[src/rtl/sync_fifo_ctrl_pkg.sv]
// Shared constants, status record and helpers for the single-clock FIFO.
package sync_fifo_ctrl_pkg;

  localparam int unsigned FIFO_MODE_STD  = 0;
  localparam int unsigned FIFO_MODE_FWFT = 1;

  localparam int unsigned DEF_DATA_W = 8;
  localparam int unsigned DEF_ADDR_W = 9;

  typedef struct packed {
    logic full;
    logic afull;
    logic empty;
    logic aempty;
    logic valid;
  } fifo_status_t;

  localparam fifo_status_t FIFO_STATUS_RST = '{
    full:   1'b0,
    afull:  1'b0,
    empty:  1'b1,
    aempty: 1'b1,
    valid:  1'b0
  };

  function automatic int unsigned fifo_depth(input int unsigned addr_w);
    return 32'd1 << addr_w;
  endfunction

endpackage

[src/rtl/sync_fifo_ram.sv]
// Simple dual-port storage: one write port, one registered read port.
module sync_fifo_ram
  import sync_fifo_ctrl_pkg::*;
#(
  parameter int unsigned DATA_W = DEF_DATA_W,
  parameter int unsigned ADDR_W = DEF_ADDR_W
) (
  input  logic              clk,
  input  logic              rst,
  input  logic              we,
  input  logic [ADDR_W-1:0] waddr,
  input  logic [DATA_W-1:0] wdata,
  input  logic              re,
  input  logic [ADDR_W-1:0] raddr,
  output logic [DATA_W-1:0] rdata
);

  localparam int unsigned DEPTH = fifo_depth(ADDR_W);

  logic [DATA_W-1:0] mem [DEPTH];

  always_ff @(posedge clk) begin
    if (we) begin
      mem[waddr] <= wdata;
    end
  end

  // Only the read register is reset; the array contents are don't-care.
  always_ff @(posedge clk or posedge rst) begin
    if (rst) begin
      rdata <= '0;
    end else if (re) begin
      rdata <= mem[raddr];
    end
  end

endmodule

[src/rtl/sync_fifo_ctrl.sv]
// Single-clock FIFO: pointers, occupancy, registered status flags, sticky
// error flags and an optional first-word-fall-through output stage.
module sync_fifo_ctrl
  import sync_fifo_ctrl_pkg::*;
#(
  parameter int unsigned DATA_W    = DEF_DATA_W,
  parameter int unsigned ADDR_W    = DEF_ADDR_W,
  parameter int unsigned AFULL_TH  = 500,
  parameter int unsigned AEMPTY_TH = 12,
  parameter int unsigned FWFT      = FIFO_MODE_STD
) (
  input  logic              clk,
  input  logic              rst,
  input  logic              w_en,
  input  logic [DATA_W-1:0] w_data,
  output logic              w_full,
  output logic              w_afull,
  input  logic              r_en,
  output logic [DATA_W-1:0] r_data,
  output logic              r_valid,
  output logic              r_empty,
  output logic              r_aempty,
  output logic [ADDR_W:0]   count,
  output logic              overflow,
  output logic              underflow,
  input  logic              clr_err
);

  localparam int unsigned     CW        = ADDR_W + 1;
  localparam int unsigned     DEPTH     = fifo_depth(ADDR_W);
  localparam logic [CW-1:0]   DEPTH_C   = CW'(DEPTH);
  localparam logic [CW-1:0]   AFULL_C   = CW'(AFULL_TH);
  localparam logic [CW-1:0]   AEMPTY_C  = CW'(AEMPTY_TH);
  localparam bit              IS_FWFT   = (FWFT == FIFO_MODE_FWFT);

  logic [ADDR_W-1:0] wptr, rptr;
  logic [CW-1:0]     cnt_q, cnt_d, mem_words;
  logic              wr_acc, rd_acc, ram_rd, move, out_vld_d;
  logic              ram_vld, out_vld;
  logic [DATA_W-1:0] ram_dout, out_q;
  fifo_status_t      stat_q, stat_d;
  logic              ovf_q, unf_q;

  sync_fifo_ram #(
    .DATA_W(DATA_W),
    .ADDR_W(ADDR_W)
  ) u_ram (
    .clk   (clk),
    .rst   (rst),
    .we    (wr_acc),
    .waddr (wptr),
    .wdata (w_data),
    .re    (ram_rd),
    .raddr (rptr),
    .rdata (ram_dout)
  );

  // FWFT prefetch is two stages: the RAM read register, then out_q. A word
  // moves forward whenever the next stage is empty or being popped, so a
  // held r_en drains one word per cycle. count covers both stages.
  always_comb begin
    wr_acc    = w_en & ~stat_q.full;
    rd_acc    = r_en & ~stat_q.empty;
    mem_words = cnt_q - CW'(ram_vld) - CW'(out_vld);
    move      = ram_vld & (~out_vld | rd_acc);
    out_vld_d = move | (out_vld & ~rd_acc);

    if (IS_FWFT) begin
      ram_rd = (~ram_vld | move) & (mem_words != '0);
    end else begin
      ram_rd = rd_acc;
    end

    cnt_d = cnt_q;
    if (wr_acc && !rd_acc) begin
      cnt_d = cnt_q + CW'(1);
    end else if (rd_acc && !wr_acc) begin
      cnt_d = cnt_q - CW'(1);
    end

    stat_d.full   = (cnt_d == DEPTH_C);
    stat_d.afull  = (cnt_d >= AFULL_C);
    stat_d.aempty = (cnt_d <= AEMPTY_C);
    if (IS_FWFT) begin
      stat_d.empty = ~out_vld_d;
      stat_d.valid = out_vld_d;
    end else begin
      stat_d.empty = (cnt_d == '0);
      stat_d.valid = rd_acc;
    end
  end

  always_ff @(posedge clk or posedge rst) begin
    if (rst) begin
      wptr    <= '0;
      rptr    <= '0;
      cnt_q   <= '0;
      stat_q  <= FIFO_STATUS_RST;
      ovf_q   <= 1'b0;
      unf_q   <= 1'b0;
      ram_vld <= 1'b0;
      out_vld <= 1'b0;
      out_q   <= '0;
    end else begin
      if (wr_acc) begin
        wptr <= wptr + ADDR_W'(1);
      end
      if (ram_rd) begin
        rptr <= rptr + ADDR_W'(1);
      end
      cnt_q  <= cnt_d;
      stat_q <= stat_d;
      ovf_q  <= (w_en & stat_q.full)  | (ovf_q & ~clr_err);
      unf_q  <= (r_en & stat_q.empty) | (unf_q & ~clr_err);
      if (IS_FWFT) begin
        ram_vld <= ram_rd | (ram_vld & ~move);
        out_vld <= out_vld_d;
        if (move) begin
          out_q <= ram_dout;
        end
      end
    end
  end

  assign w_full    = stat_q.full;
  assign w_afull   = stat_q.afull;
  assign r_empty   = stat_q.empty;
  assign r_aempty  = stat_q.aempty;
  assign r_valid   = stat_q.valid;
  assign count     = cnt_q;
  assign overflow  = ovf_q;
  assign underflow = unf_q;
  assign r_data    = IS_FWFT ? out_q : ram_dout;

endmodule

[config.mk]
export PLATFORM = sky130hd
export DESIGN_NAME = sync_fifo_ctrl
export DESIGN_NICKNAME = d
export VERILOG_FILES = /design/src/rtl/sync_fifo_ctrl_pkg.sv /design/src/rtl/sync_fifo_ram.sv /design/src/rtl/sync_fifo_ctrl.sv
export SDC_FILE = /design/constraint.sdc
export NUM_CORES = 2
export LEC_CHECK = 0
export CORE_AREA = 2 2 570 572
export DETAILED_ROUTE_END_ITERATION = 7
export DIE_AREA = 0 0 572 574
export GPL_TIMING_DRIVEN = 1
export PLACE_DENSITY = 0.66
export RECOVER_POWER = 100
export SLEW_MARGIN = 0
export SYNTH_ARGS = -nofsm -noshare
export SYNTH_HDL_FRONTEND = slang
export SYNTH_HIERARCHICAL = 1
export SYNTH_SLANG_ARGS = --single-unit
[constraint.sdc]
create_clock -name clk -period 3.1 [get_ports clk]
set_input_delay 0.62 -clock clk [delete_from_list [all_inputs] [get_ports clk]]
set_output_delay 0.62 -clock clk [all_outputs]
set_load 0.005 [all_outputs]
**After elaboration in Yosys (flattened, before gate mapping)**

Memories as Yosys holds them, arrays and structs flattened. A register that Yosys moved wholly into a read port is not among the register bits.
Cells that the tools add are included.

- Eq/ne operators: 1
- Reduce and logical (&&, ||, !) cells: 5
- Mux-type cells: 4
- Bitwise operators: 11
- Add/sub/neg operators: 4
- Magnitude comparators: 2

Operator list:

| operator | count |
|---|---|
| 10-bit two-way mux | 2 |
| 9-bit by 1-bit adder with 9-bit output, second input constant | 2 |
| 10-bit by 1-bit adder with 10-bit output, second input constant | 1 |
| 10-bit equality test, second input constant | 1 |
| 10-bit by 9-bit >= comparator with 1-bit output, second input constant | 1 |
| 10-bit by 4-bit <= comparator with 1-bit output, second input constant | 1 |
| 10-bit logical NOT | 1 |
| 10-bit by 1-bit subtractor with 10-bit output, second input constant | 1 |
| 1-bit AND | 6 |
| 1-bit NOT | 3 |
| 1-bit logical AND | 2 |
| 1-bit logical NOT | 2 |
| 1-bit two-way mux | 2 |
| 1-bit OR | 2 |

- Register bits: 35
- Output and inout bits: 25
- RAM bits: 4096
- Word-level logic and storage cells: 38
- Input port bits: 13
- Memories: 1

Memories:

| memory | depth | width | rd ports | clocked after memory_dff | wr ports | line | text |
|---|---|---|---|---|---|---|---|
| u_ram.mem | 512 | 8 | 1 | 1 | 1 | sync_fifo_ram.sv:20 | `logic [DATA_W-1:0] mem [DEPTH];` |

**Depth between registers and ports, before layout**

- Depth after elaboration: 7
- Gate-level depth with buffers: 14
- Depth with buffers taken out: 8

**Modules after synthesis**

Netlist, hierarchy kept.

By module, submodules not included:

| module | cells an instance | area each (um^2) | seq. area each (um^2) | instances |
|---|---|---|---|---|
| sync_fifo_ram | 7420 | 158957.5 | 123198.2 | 1 |
| sync_fifo_ctrl | 160 | 1756.7 | 878.3 | 1 |

**Worst setup path after synthesis**

No wires, ideal clock.

- Path type: reg-to-reg
- From: register rptr[0]
- To: register u_ram.rdata[1] (read register of u_ram.mem)
- Period minus slack after synthesis: 2.820 ns
- Path buffers: 5
- Stages on the path, launching flop included: 12
- Data required time: 2.978 ns
- Library setup time: 0.122 ns
- Arrival time: 2.698 ns
- Slack: 0.280 ns
- Path through: dfrtp_1 -> buf_6 -> buf_6 -> buf_6 -> buf_2 -> buf_2 -> mux4_2 -> o221ai_1 -> a21oi_1 -> a311oi_1 -> o31ai_1 -> a32o_1

RTL lines:

| what | line | text |
|---|---|---|
| from (decl) | sync_fifo_ctrl.sv:36 | `logic [ADDR_W-1:0] wptr, rptr;` |
| from (signal assigned) | sync_fifo_ctrl.sv:109 | `rptr <= rptr + ADDR_W'(1);` |
| to (decl) | sync_fifo_ram.sv:15 | `output logic [DATA_W-1:0] rdata` |

==> results.cfg <==
[power_and_ir_drop]
power_leakage_nw = 62.8
powerDensity_nw_per_um2 = 883
finalPower_mw = 170
irDropWorstVdd_uv = 543

[final_layout]
area_growth_pct = 19.6
fin_cells = 14000
layout.nets = 9273
final_common_cell = edfxtp_1
drive_above_1_share_pct = 33.7
most-common-layout-cells = edfxtp_1, mux4_2, buf_4

[placement]
globalplace.congestion = 0.909
place_inst = 13100
port-buffer-count = 37
dpl.hpwl_mm = 309

[drt]
ant_nets = 0
vias = 88100
drc = 0
first_iter_violations = 13300
firstDrtPassIters = 7
viasPerCell = 6.32
avgRoutedWirePerCell_um = 33.9
wl_mm = 472

[status]
status = finished, violations left
violations = capacitance limit, slew limit, setup timing

[clock_network]
clock_latency_ns = 1.01
cts.clk_slew.worst_paths_ns = 0.06
clockBufferDepth = 4
clock_sinks = 4139
cts_made_buffers = 414
root_buffer = clkbuf_16
htree_levels = 5
cts_tree = yes

[setup_path]
rrSetupSlack_ns = -0.31
endpoint_kind = flip-flop
reg2reg_to = u_ram/rdata[4]$_DFFE_PP0P_
cpLargestDelayFamily = compound AO/OA/AOI/OAI gates
path_common_cell = buf_6
worst-path-buf-inv = 5
crit_path_top_delay_cell = mux4_2
cp.required_ns = 3.91
crit_fanout = 7
startpoint_type = flip-flop
arrival_ns = 4.23
path_cells = buf_12 -> buf_16 -> buf_6 -> mux4_2 -> nor2b_1 -> a211oi_2 -> a311oi_2 -> buf_4 -> a211oi_4 -> buf_6 -> nor4_4 -> a221o_1
worstRegToRegCells = 12
cp_slowest_stage_delay_ns = 0.48
crit_type = reg2reg
timing.rr.start = rptr[0]$_DFFE_PP0P_

[floorplan]
die_w_um = 572
initial_core_util_pct = 49.8
core_area_um2 = 323000
die_h_um = 574
ios = 38
row_count = 209
dieArea_um2 = 328000

[yosys]
synth_area_um2 = 161000
syn-num-nets = 7597
ys_seq_area_share_pct = 77.2
synthTopCellsByArea = edfxtp_1, mux4_2, mux2i_1, nor2_1, dfrtp_1
synth_seq_cells = 4139
async_reset_ff_share_pct = 1.04
synth-main-ff-cell = edfxtp_1
synthDistinctLibCells = 91
synth_top_area_share_pct = 76.5
syn_area_per_cell_um2 = 21.2
synth_edf_count = 4096
yosysWarnings = 6
syn_inst = 7580
yosys.area.top_type = edfxtp_1

[grt]
grt_first_pass_wirelength_mm = 663
grt_pass1_vias = 87800
grt_max_degree = 134
grt_antenna_before_repair = 21
grtUsageTotal_pct = 28.6
grt_overflow = 0

[sta]
period_minus_slack_ns = 3.41
finalSetupViolations = 477
skew_ns = 0.0865
finalHoldViolCount = 0
slew_violations = 580
post-route-period-util_pct = 110
slew-limit-headroom_pct = -131
timing.fmax_mhz = 293
tightest_slew_ns = 3.46
rsz0062_at_grt = true
setup_slack_ns = -0.314

[job]
maxCapViolations = 10

[min_path]
holdPathEnd = overflow$_DFF_PP0_
min_from = clr_err
hold-path-cell-count = 2
hold_path_class = in2reg
## report_power, final
part / leakage, nW / internal [mW] / switching, mW
Combinational: 18.8 / 25.7 / 31.1
Clock: 6.63 / 28.9 / 21.3
Sequential: 37.3 / 62.0 / 0.688
## state kept, by name, summed over array words and instances, names as in the netlist
signal       count
u_ram/mem     4096
count           10
rptr             9
wptr             9
u_ram/rdata      8
overflow         1
r_aempty         1
r_empty          1
r_valid          1
underflow        1
w_afull          1
w_full           1
## synth_stat cells, types with 39 or more instances
library cell,instances
buf_1,50
mux2i_1,256
o221ai_1,43
clkbuf_1,199
dfrtp_1,41
buf_4,70
nor2_1,590
nor2b_1,39
buf_2,101
nand2_1,214
a21oi_1,80
nand3_1,64
o22ai_1,113
mux4_2,976
nor3_1,48
a22oi_1,91
o21ai_0,56
edfxtp_1,4096
## worst max-delay path by stage
stage | slack [ns] | cells after the start | startpoint | end
3_5_place_dp | -1.35 | 10 | rptr[0]$_DFFE_PP0P_ | u_ram/rdata[4]$_DFFE_PP0P_
2_1_floorplan | 0.28 | 11 | rptr[0]$_DFFE_PP0P_ | u_ram/rdata[1]$_DFFE_PP0P_
5_1_grt | -0.29 | 12 | rptr[0]$_DFFE_PP0P_ | u_ram/rdata[4]$_DFFE_PP0P_
3_3_place_gp | -1.35 | 11 | rptr[0]$_DFFE_PP0P_ | u_ram/rdata[4]$_DFFE_PP0P_
4_1_cts | -0.28 | 11 | rptr[0]$_DFFE_PP0P_ | u_ram/rdata[4]$_DFFE_PP0P_
6_report | -0.31 | 12 | rptr[0]$_DFFE_PP0P_ | u_ram/rdata[4]$_DFFE_PP0P_
## final cells by class
class / instances / area [um2]
clock inverter: 269 / 2750
clock buffer: 499 / 10800
inverter: 18 / 82.6
sequential: 4139 / 124000
fill: 23000 / 131000
multi-input combinational: 2966 / 35200
timing repair buffer: 1717 / 13700
antenna: 17 / 42.5
tap: 4325 / 5410
## cells by family after synthesis
logic type      Yosys count  synth area share (%)
xor+xnor                 25                 0.141
mux                    1264                  15.6
fa+ha+maj                 4                0.0311
simple gates           1085                  2.95
buf+inv                 475                  1.55
compound gates          588                  2.56
flops                  4139                  77.2
## routing by layer
metal / up-vias / GRT usage [%] / wire, um
met5: - / 0 / 34
met4: 4 / 12.9 / 25400
met3: 1003 / 6.55 / 56200
met2: 5630 / 43.7 / 218000
met1: 46400 / 39.8 / 173000
li1: 35100 / - / -
## through the flow
step / setup slack, ns / setup TNS (ns) / utilization, % / hold slack, ns / instance area (um2)
detailed placement: -1.35 / -6.56 / 55.3 / 0.525 / 179000
global route: -0.289 / -91.33 / 59.5 / 0.243 / 192000
floorplan: 0.280 / 0 / - / 0.436 / 161000
CTS: -0.280 / -1.42 / 60.1 / 0.0470 / 194000
global placement: -1.35 / -6.01 / 55.3 / 0.516 / 179000
finish: -0.314 / -27.03 / 59.5 / 0.255 / 192000
## repair_timing
item,CTS,global route
endpoints found under the setup margin,8,8
hold buffers,2,0
setup buffers,49,39
hold endpoints to repair,7,0
pin swaps,47,36
resized for setup,201,100
gates cloned,12,2
Note: power is estimated with default switching activity, not from simulation.
